$ cat src/rtl/ps2_tx_sequencer_if.sv
// Handshake bundle between the scan-code sequencer and its key-event FIFO,
// PS/2 byte transmitter and host-command receiver.
interface ps2_tx_sequencer_if;
    logic       fifo_empty;
    logic [9:0] fifo_data;
    logic       fifo_rd;
    logic       tx_valid;
    logic [7:0] tx_data;
    logic       tx_ready;
    logic       tx_done;
    logic       rx_valid;
    logic [7:0] rx_data;

    modport master (
        input  fifo_empty, fifo_data, tx_ready, tx_done, rx_valid, rx_data,
        output fifo_rd, tx_valid, tx_data
    );

    modport slave (
        output fifo_empty, fifo_data, tx_ready, tx_done, rx_valid, rx_data,
        input  fifo_rd, tx_valid, tx_data
    );
endinterface

$ cat src/rtl/ps2_tx_sequencer.sv
// Expands key events into PS/2 scan-code bytes and answers host commands (ED/FF/EE).
// Optional macro SEQ_RESEND_EN: host FE resends the last transmitted byte.
module ps2_tx_sequencer #(
    parameter int GAP_CYCLES = 2500,
    parameter int GAP_W      = 12
) (
    input  logic                      clock_50,
    input  logic                      reset,
    ps2_tx_sequencer_if.master        bus,
    output logic                      num_lock,
    output logic                      caps_lock,
    output logic                      scroll_lock,
    output logic                      busy
);
    typedef enum logic [2:0] {
        IDLE, POP, LOAD, SEND, WAIT_DONE, GAP, WAIT_ARG
    } state_t;

    localparam logic [7:0] B_E0 = 8'hE0;
    localparam logic [7:0] B_F0 = 8'hF0;
    localparam logic [7:0] B_FA = 8'hFA;
    localparam logic [7:0] B_AA = 8'hAA;
    localparam logic [7:0] B_EE = 8'hEE;
    localparam logic [7:0] B_ED = 8'hED;
    localparam logic [7:0] B_FF = 8'hFF;
`ifdef SEQ_RESEND_EN
    localparam logic [7:0] B_FE = 8'hFE;
`endif
    localparam logic [GAP_W-1:0] GAP_LAST = GAP_W'(GAP_CYCLES - 1);

    state_t          state_q, state_d;
    logic [GAP_W-1:0] gap_q, gap_d;
    logic [7:0]      cmd_q, cmd_d;
    logic            cmd_pend_q, cmd_pend_d;
    logic [2:0][7:0] seq_q, seq_d;       // seq_q[0] is the next byte to send
    logic [1:0]      seq_n_q, seq_n_d;
    logic            arg_ctx_q, arg_ctx_d;
    logic            clr_led_q, clr_led_d;
    logic [2:0]      led_q, led_d;       // {caps, num, scroll}
    logic [7:0]      tx_data_q, tx_data_d;

    logic            pop_c;
    logic            take_cmd;
    logic            tx_acc;
    logic [2:0][7:0] rsp_seq;
    logic [1:0]      rsp_n;
    logic            rsp_arg;
    logic            rsp_clr;

`ifdef SEQ_RESEND_EN
    logic [7:0]      last_q, last_d;
`endif

    assign tx_acc = (state_q == SEND) && bus.tx_ready;

    // Response byte list for the pending host command when serviced from IDLE.
    always_comb begin
        rsp_seq = {8'h00, 8'h00, B_FA};
        rsp_n   = 2'd1;
        rsp_arg = 1'b0;
        rsp_clr = 1'b0;
        case (cmd_q)
            B_ED: rsp_arg = 1'b1;
            B_FF: begin
                rsp_seq = {8'h00, B_AA, B_FA};
                rsp_n   = 2'd2;
                rsp_clr = 1'b1;
            end
            B_EE: rsp_seq[0] = B_EE;
`ifdef SEQ_RESEND_EN
            B_FE: rsp_seq[0] = last_q;
`endif
            default: ;
        endcase
    end

    always_comb begin
        state_d    = state_q;
        gap_d      = gap_q;
        cmd_d      = cmd_q;
        cmd_pend_d = cmd_pend_q;
        seq_d      = seq_q;
        seq_n_d    = seq_n_q;
        arg_ctx_d  = arg_ctx_q;
        clr_led_d  = clr_led_q;
        led_d      = led_q;
        tx_data_d  = tx_data_q;
        pop_c      = 1'b0;
        take_cmd   = 1'b0;

        case (state_q)
            IDLE: begin
                if (cmd_pend_q) begin
                    take_cmd  = 1'b1;
                    seq_d     = rsp_seq;
                    seq_n_d   = rsp_n;
                    arg_ctx_d = rsp_arg;
                    clr_led_d = rsp_clr;
                    state_d   = LOAD;
                end else if (!bus.rx_valid && !bus.fifo_empty) begin
                    // A host byte landing this cycle holds off the pop so the command goes first.
                    pop_c   = 1'b1;
                    state_d = POP;
                end
            end
            POP: begin
                case (bus.fifo_data[9:8])
                    2'b11:   begin seq_d = {bus.fifo_data[7:0], B_F0, B_E0}; seq_n_d = 2'd3; end
                    2'b10:   begin seq_d = {8'h00, bus.fifo_data[7:0], B_E0}; seq_n_d = 2'd2; end
                    2'b01:   begin seq_d = {8'h00, bus.fifo_data[7:0], B_F0}; seq_n_d = 2'd2; end
                    default: begin seq_d = {8'h00, 8'h00, bus.fifo_data[7:0]}; seq_n_d = 2'd1; end
                endcase
                arg_ctx_d = 1'b0;
                clr_led_d = 1'b0;
                state_d   = LOAD;
            end
            LOAD: begin
                tx_data_d = seq_q[0];
                seq_d     = {8'h00, seq_q[2], seq_q[1]};
                seq_n_d   = seq_n_q - 2'd1;
                state_d   = SEND;
            end
            SEND: begin
                if (bus.tx_ready) begin
                    state_d = WAIT_DONE;
                    if (clr_led_q && (seq_n_q == 2'd0)) begin
                        led_d     = 3'b000;
                        clr_led_d = 1'b0;
                    end
                end
            end
            WAIT_DONE: begin
                if (bus.tx_done) begin
                    gap_d   = '0;
                    state_d = GAP;
                end
            end
            GAP: begin
                if (gap_q == GAP_LAST) begin
                    gap_d = '0;
                    if (seq_n_q != 2'd0)  state_d = LOAD;
                    else if (arg_ctx_q)   state_d = WAIT_ARG;
                    else                  state_d = IDLE;
                end else begin
                    gap_d = gap_q + GAP_W'(1);
                end
            end
            WAIT_ARG: begin
                if (cmd_pend_q) begin
                    take_cmd = 1'b1;
                    seq_d    = {8'h00, 8'h00, B_FA};
                    seq_n_d  = 2'd1;
                    if (cmd_q == B_ED) begin
                        arg_ctx_d = 1'b1;
                    end else begin
                        led_d     = cmd_q[2:0];
                        arg_ctx_d = 1'b0;
                    end
                    state_d = LOAD;
                end
            end
            default: state_d = IDLE;
        endcase

        if (take_cmd) cmd_pend_d = 1'b0;
        // Fresh host byte always wins over the clear: last received byte stays pending.
        if (bus.rx_valid) begin
            cmd_d      = bus.rx_data;
            cmd_pend_d = 1'b1;
        end
    end

    always_ff @(posedge clock_50 or posedge reset) begin
        if (reset) begin
            state_q    <= IDLE;
            gap_q      <= '0;
            cmd_q      <= '0;
            cmd_pend_q <= 1'b0;
            seq_q      <= '0;
            seq_n_q    <= '0;
            arg_ctx_q  <= 1'b0;
            clr_led_q  <= 1'b0;
            led_q      <= '0;
            tx_data_q  <= '0;
        end else begin
            state_q    <= state_d;
            gap_q      <= gap_d;
            cmd_q      <= cmd_d;
            cmd_pend_q <= cmd_pend_d;
            seq_q      <= seq_d;
            seq_n_q    <= seq_n_d;
            arg_ctx_q  <= arg_ctx_d;
            clr_led_q  <= clr_led_d;
            led_q      <= led_d;
            tx_data_q  <= tx_data_d;
        end
    end

`ifdef SEQ_RESEND_EN
    always_comb begin
        last_d = last_q;
        if (tx_acc) last_d = tx_data_q;
    end

    always_ff @(posedge clock_50 or posedge reset) begin
        if (reset) last_q <= '0;
        else       last_q <= last_d;
    end
`else
    logic unused_acc;
    assign unused_acc = tx_acc;
`endif

    // Pop strobe is masked during reset so a non-empty FIFO is not drained while held.
    assign bus.fifo_rd  = pop_c && !reset;
    assign bus.tx_valid = (state_q == SEND);
    assign bus.tx_data  = tx_data_q;
    assign scroll_lock  = led_q[0];
    assign num_lock     = led_q[1];
    assign caps_lock    = led_q[2];
    assign busy         = (state_q != IDLE);
endmodule

$ cat src/flat_wrapper.sv
// flat-port wrapper written by rule: the top's interface ports become plain ports
module ps2_tx_sequencer_flat 
#(
    parameter int GAP_CYCLES = 2500,
    parameter int GAP_W      = 12
)
  (clock_50, reset, num_lock, caps_lock, scroll_lock, busy, bus_fifo_empty, bus_fifo_data, bus_tx_ready, bus_tx_done, bus_rx_valid, bus_rx_data, bus_fifo_rd, bus_tx_valid, bus_tx_data);
  ps2_tx_sequencer_if bus_i ();
  input  logic clock_50;
  input  logic reset;
  output logic num_lock;
  output logic caps_lock;
  output logic scroll_lock;
  output logic busy;
  input wire logic [$bits(bus_i.fifo_empty)-1:0] bus_fifo_empty;
  input wire logic [$bits(bus_i.fifo_data)-1:0] bus_fifo_data;
  input wire logic [$bits(bus_i.tx_ready)-1:0] bus_tx_ready;
  input wire logic [$bits(bus_i.tx_done)-1:0] bus_tx_done;
  input wire logic [$bits(bus_i.rx_valid)-1:0] bus_rx_valid;
  input wire logic [$bits(bus_i.rx_data)-1:0] bus_rx_data;
  output wire logic [$bits(bus_i.fifo_rd)-1:0] bus_fifo_rd;
  output wire logic [$bits(bus_i.tx_valid)-1:0] bus_tx_valid;
  output wire logic [$bits(bus_i.tx_data)-1:0] bus_tx_data;
  assign bus_i.fifo_empty = bus_fifo_empty;
  assign bus_i.fifo_data = bus_fifo_data;
  assign bus_i.tx_ready = bus_tx_ready;
  assign bus_i.tx_done = bus_tx_done;
  assign bus_i.rx_valid = bus_rx_valid;
  assign bus_i.rx_data = bus_rx_data;
  assign bus_fifo_rd = bus_i.fifo_rd;
  assign bus_tx_valid = bus_i.tx_valid;
  assign bus_tx_data = bus_i.tx_data;
  ps2_tx_sequencer #(.GAP_CYCLES(GAP_CYCLES), .GAP_W(GAP_W)) u_core (.clock_50(clock_50), .reset(reset), .bus(bus_i), .num_lock(num_lock), .caps_lock(caps_lock), .scroll_lock(scroll_lock), .busy(busy));
endmodule
$ cat config.mk
export PLATFORM = sky130hd
export DESIGN_NAME = ps2_tx_sequencer_flat
export DESIGN_NICKNAME = d
export VERILOG_FILES = /design/src/rtl/ps2_tx_sequencer_if.sv /design/src/rtl/ps2_tx_sequencer.sv /design/src/flat_wrapper.sv
export SDC_FILE = /design/constraint.sdc
export NUM_CORES = 1
export LEC_CHECK = 0
export BUFFER_PORTS_ARGS = -buffer_cell sky130_fd_sc_hd__buf_2
export CORE_ASPECT_RATIO = 0.75
export CORE_MARGIN = 2
export CORE_UTILIZATION = 58
export CTS_CLUSTER_SIZE = 14
export DETAILED_ROUTE_END_ITERATION = 8
export GPL_ROUTABILITY_DRIVEN = 0
export PLACE_DENSITY = 0.83
export RECOVER_POWER = 100
export SLEW_MARGIN = 10
export SYNTH_ARGS = -nofsm -noshare
export SYNTH_HDL_FRONTEND = slang
export SYNTH_SLANG_ARGS = --single-unit
$ cat constraint.sdc
create_clock -name clock_50 -period 2.75 [get_ports clock_50]
set_clock_uncertainty 0.15 [all_clocks]
set_input_delay 0.4125 -clock clock_50 [delete_from_list [all_inputs] [get_ports clock_50]]
set_output_delay 0.4125 -clock clock_50 [all_outputs]
set_load 0.05 [all_outputs]
==> out/results.tsv <==
stage	metric	value	unit
cts	cts_buffer_depth	2	
cts	ctsResizeCount	0	
sta	tns	0	ps
sta	slew_headroom	22.5	%
power_and_ir_drop	peakVddDrop	0.000426	V
drt	ant_nets	0	
cells_and_area	final_cell_mix	dfrtp_1, nand2_1, o21ai_0, buf_2, clkbuf_1	
worst_setup_path	critPathArrivalTime	1890	ps
die	fp-row-count	23	
die	io_pins	38	
synthesis	synth_edf_count	0	
cells_and_area	diodes	0	
synthesis	synth.cell_area	0.00327	mm²
cells_and_area	finalNonFillerCells	438	
placed_design	place_inst	422	
flow_run	maxCapViolations	0	
worst_setup_path	critPathLaunchType	register	
worst_setup_path	cp_data_required_time	2190	ps
sta	setup_viol	0	
cts	hold_buffers	0	
grt	grt_pass1_wl	12200	µm
sta	drv_slew	0	
sta	period_minus_slack	2460	ps
power_and_ir_drop	pwr_density_cell	554	mW/mm²
die	die_h	69.0	µm
cts	ctsHtreeMaxLevel	3	
power_and_ir_drop	p_total	2.03	mW
placed_design	dp_slack	512	ps
worst_setup_path	critPathKind	register to primary output	
cells_and_area	final_common_cell	dfrtp_1	
cts	numCtsBuffers	9	
synthesis	synth_fp_nets	351	
die	dieArea	0.00626	mm²
die	die_w	90.7	µm
sta	rsz0062_at_grt	no	
sta	hold_ws	130	ps
sta	finalCritPeriodShare	89.3	%
synthesis	ys_types	55	
die	core	0.00538	mm²
grt	grt_pass1_vias	2478	
sta	final-hold-violation-count	0	
cells_and_area	fin_nets	388	
drt	wl	7170	µm
grt	grt_start_max_net_pins	31	
sta	fin_ws	294	ps
drt	via_per_inst	6.09	
power_and_ir_drop	power.leakage	1.67	nW
cts	cts_sinks	63	
placed_design	io_buffer_count	37	
drt	avgRoutedWirePerCell	16.4	µm
sta	tightest_slew	1160	ps
cts	clk-insertion-delay-late	350	ps
run_status	outcome	completed	
cts	cts_setup_buffers	0	
cells_and_area	utilization	68.2	%
cells_and_area	areaGrowthSynthToFinish	12.4	%
cells_and_area	fin_area	0.00367	mm²
min_path	hold_class	input pin to register	
sta	max_clock_freq	0.407	GHz
drt	dr.pass1.iters	5	
cts	cts.clk_slew.worst_paths	70	ps
synthesis	seq_area_frac_synth	48.2	%
cts	cts_tree	yes	
synthesis	synthCells	321	
cells_and_area	layout-drive-gt1-share	17.4	%
synthesis	synthFlopType	dfrtp_1	
drt	drc	0	
drt	num_vias	2667	
synthesis	syn-mean-instance-area	10.2	µm²
placed_design	place_area	0.00349	mm²
worst_setup_path	endpoint_kind	primary output	
synthesis	synthArstFlopShare	100	%
die	initial_utilization	60.7	%
cells_and_area	nFillCells	453	
cts	cts_root_buffer	clkbuf_8	
synthesis	ys_warn_count	0	
worst_setup_path	cp_max_fo	22	
grt	antenna_found_initial	0	
placed_design	hpwl	5100	µm
synthesis	synth-seq-cells	63	
grt	grt_overflow	0	
grt	track_usage	24.4	%
drt	drt_iter0_markers	302	
[kinds of logic (layout without fill, tap and decap cells)]
| logic type | Yosys count | after routing | synth area share (%) |
|---|---|---|---|
| adder cells (fa/ha/maj) | 6 | 6 | 2.30 |
| AO/OA/AOI/OAI | 95 | 95 | 20.7 |
| multiplexers | 18 | 18 | 6.05 |
| AND/OR/NAND/NOR | 107 | 107 | 17.7 |
| buffers and inverters | 31 | 73 | 4.79 |
| flip-flops | 63 | 63 | 48.2 |
| XOR/XNOR | 1 | 1 | 0.268 |
[worst paths after layout]
| check | startpoint | endpoint | slack (ps) | cells past startpoint |
|---|---|---|---|---|
| min in group asynchronous | reset | u_core.seq_n_q[1] | 230 | 2 |
| max in group asynchronous | reset | u_core.bus.tx_data[3] | 1020 | 3 |
| hold reg to reg | u_core.seq_q[18] | u_core.seq_q[10] | 340 | 2 |
| hold / removal | bus_rx_data[2] | u_core.cmd_q[2] | 130 | 3 |
| setup reg to reg | u_core.state_q[0] | u_core.bus.tx_data[3] | 310 | 4 |
| setup / recovery | u_core.state_q[0] | bus_tx_valid | 290 | 2 |
[sequential cells by signal, indices dropped and copies added (netlist names), 2 cells and up]
signal and count:
u_core.seq_q 24, u_core.gap_q 12, u_core.bus.tx_data 8, u_core.cmd_q 8, u_core.led_q 3, u_core.state_q 3, u_core.seq_n_q 2
[routing by layer]
metal  share of wire (%)  wire length, µm  track usage (%)
met2                  46             3290             36.0
met4                 1.3               91             6.67
met1                  46             3280             34.4
met3                 7.2              513             8.63
met5                   0                0                0
[area by class of cell]
cell class              count  area, µm²  share of cell area, %
clock buffers               9        124                   3.37
multi-input cells         227       1510                   41.0
clock inverters             7        121                   3.30
repair buffers             43        199                   5.42
inverters                  14       52.6                   1.43
well taps                  75       93.8                   2.56
flip-flops and latches     63       1580                   42.9
[report_power, final]
part,internal (mW),switching [mW]
Clock,0.605,0.390
Sequential,0.940,0.0117
Combinational,0.0351,0.0523
Total,1.58,0.454
[Yosys cell counts, drive strengths merged, types with 7 or more instances]
cell / count / share of area [%]
nand4: 8 / 1.5
nor2: 14 / 1.7
nand2: 32 / 3.7
a21o: 7 / 1.6
inv: 14 / 1.6
a22o: 11 / 2.9
nor4: 9 / 1.7
buf: 11 / 2.5
mux2: 14 / 4.8
a21oi: 16 / 2.5
nand3: 11 / 1.7
dfrtp: 63 / 48
o21ai: 25 / 3.8
a22oi: 7 / 1.6
[worst max-delay path, cell delays in order (launching register included)]
cell,delay [ps]
dfrtp_1,740
and3b_1,320
clkbuf_1,490
(Power assumes the default switching activity.)
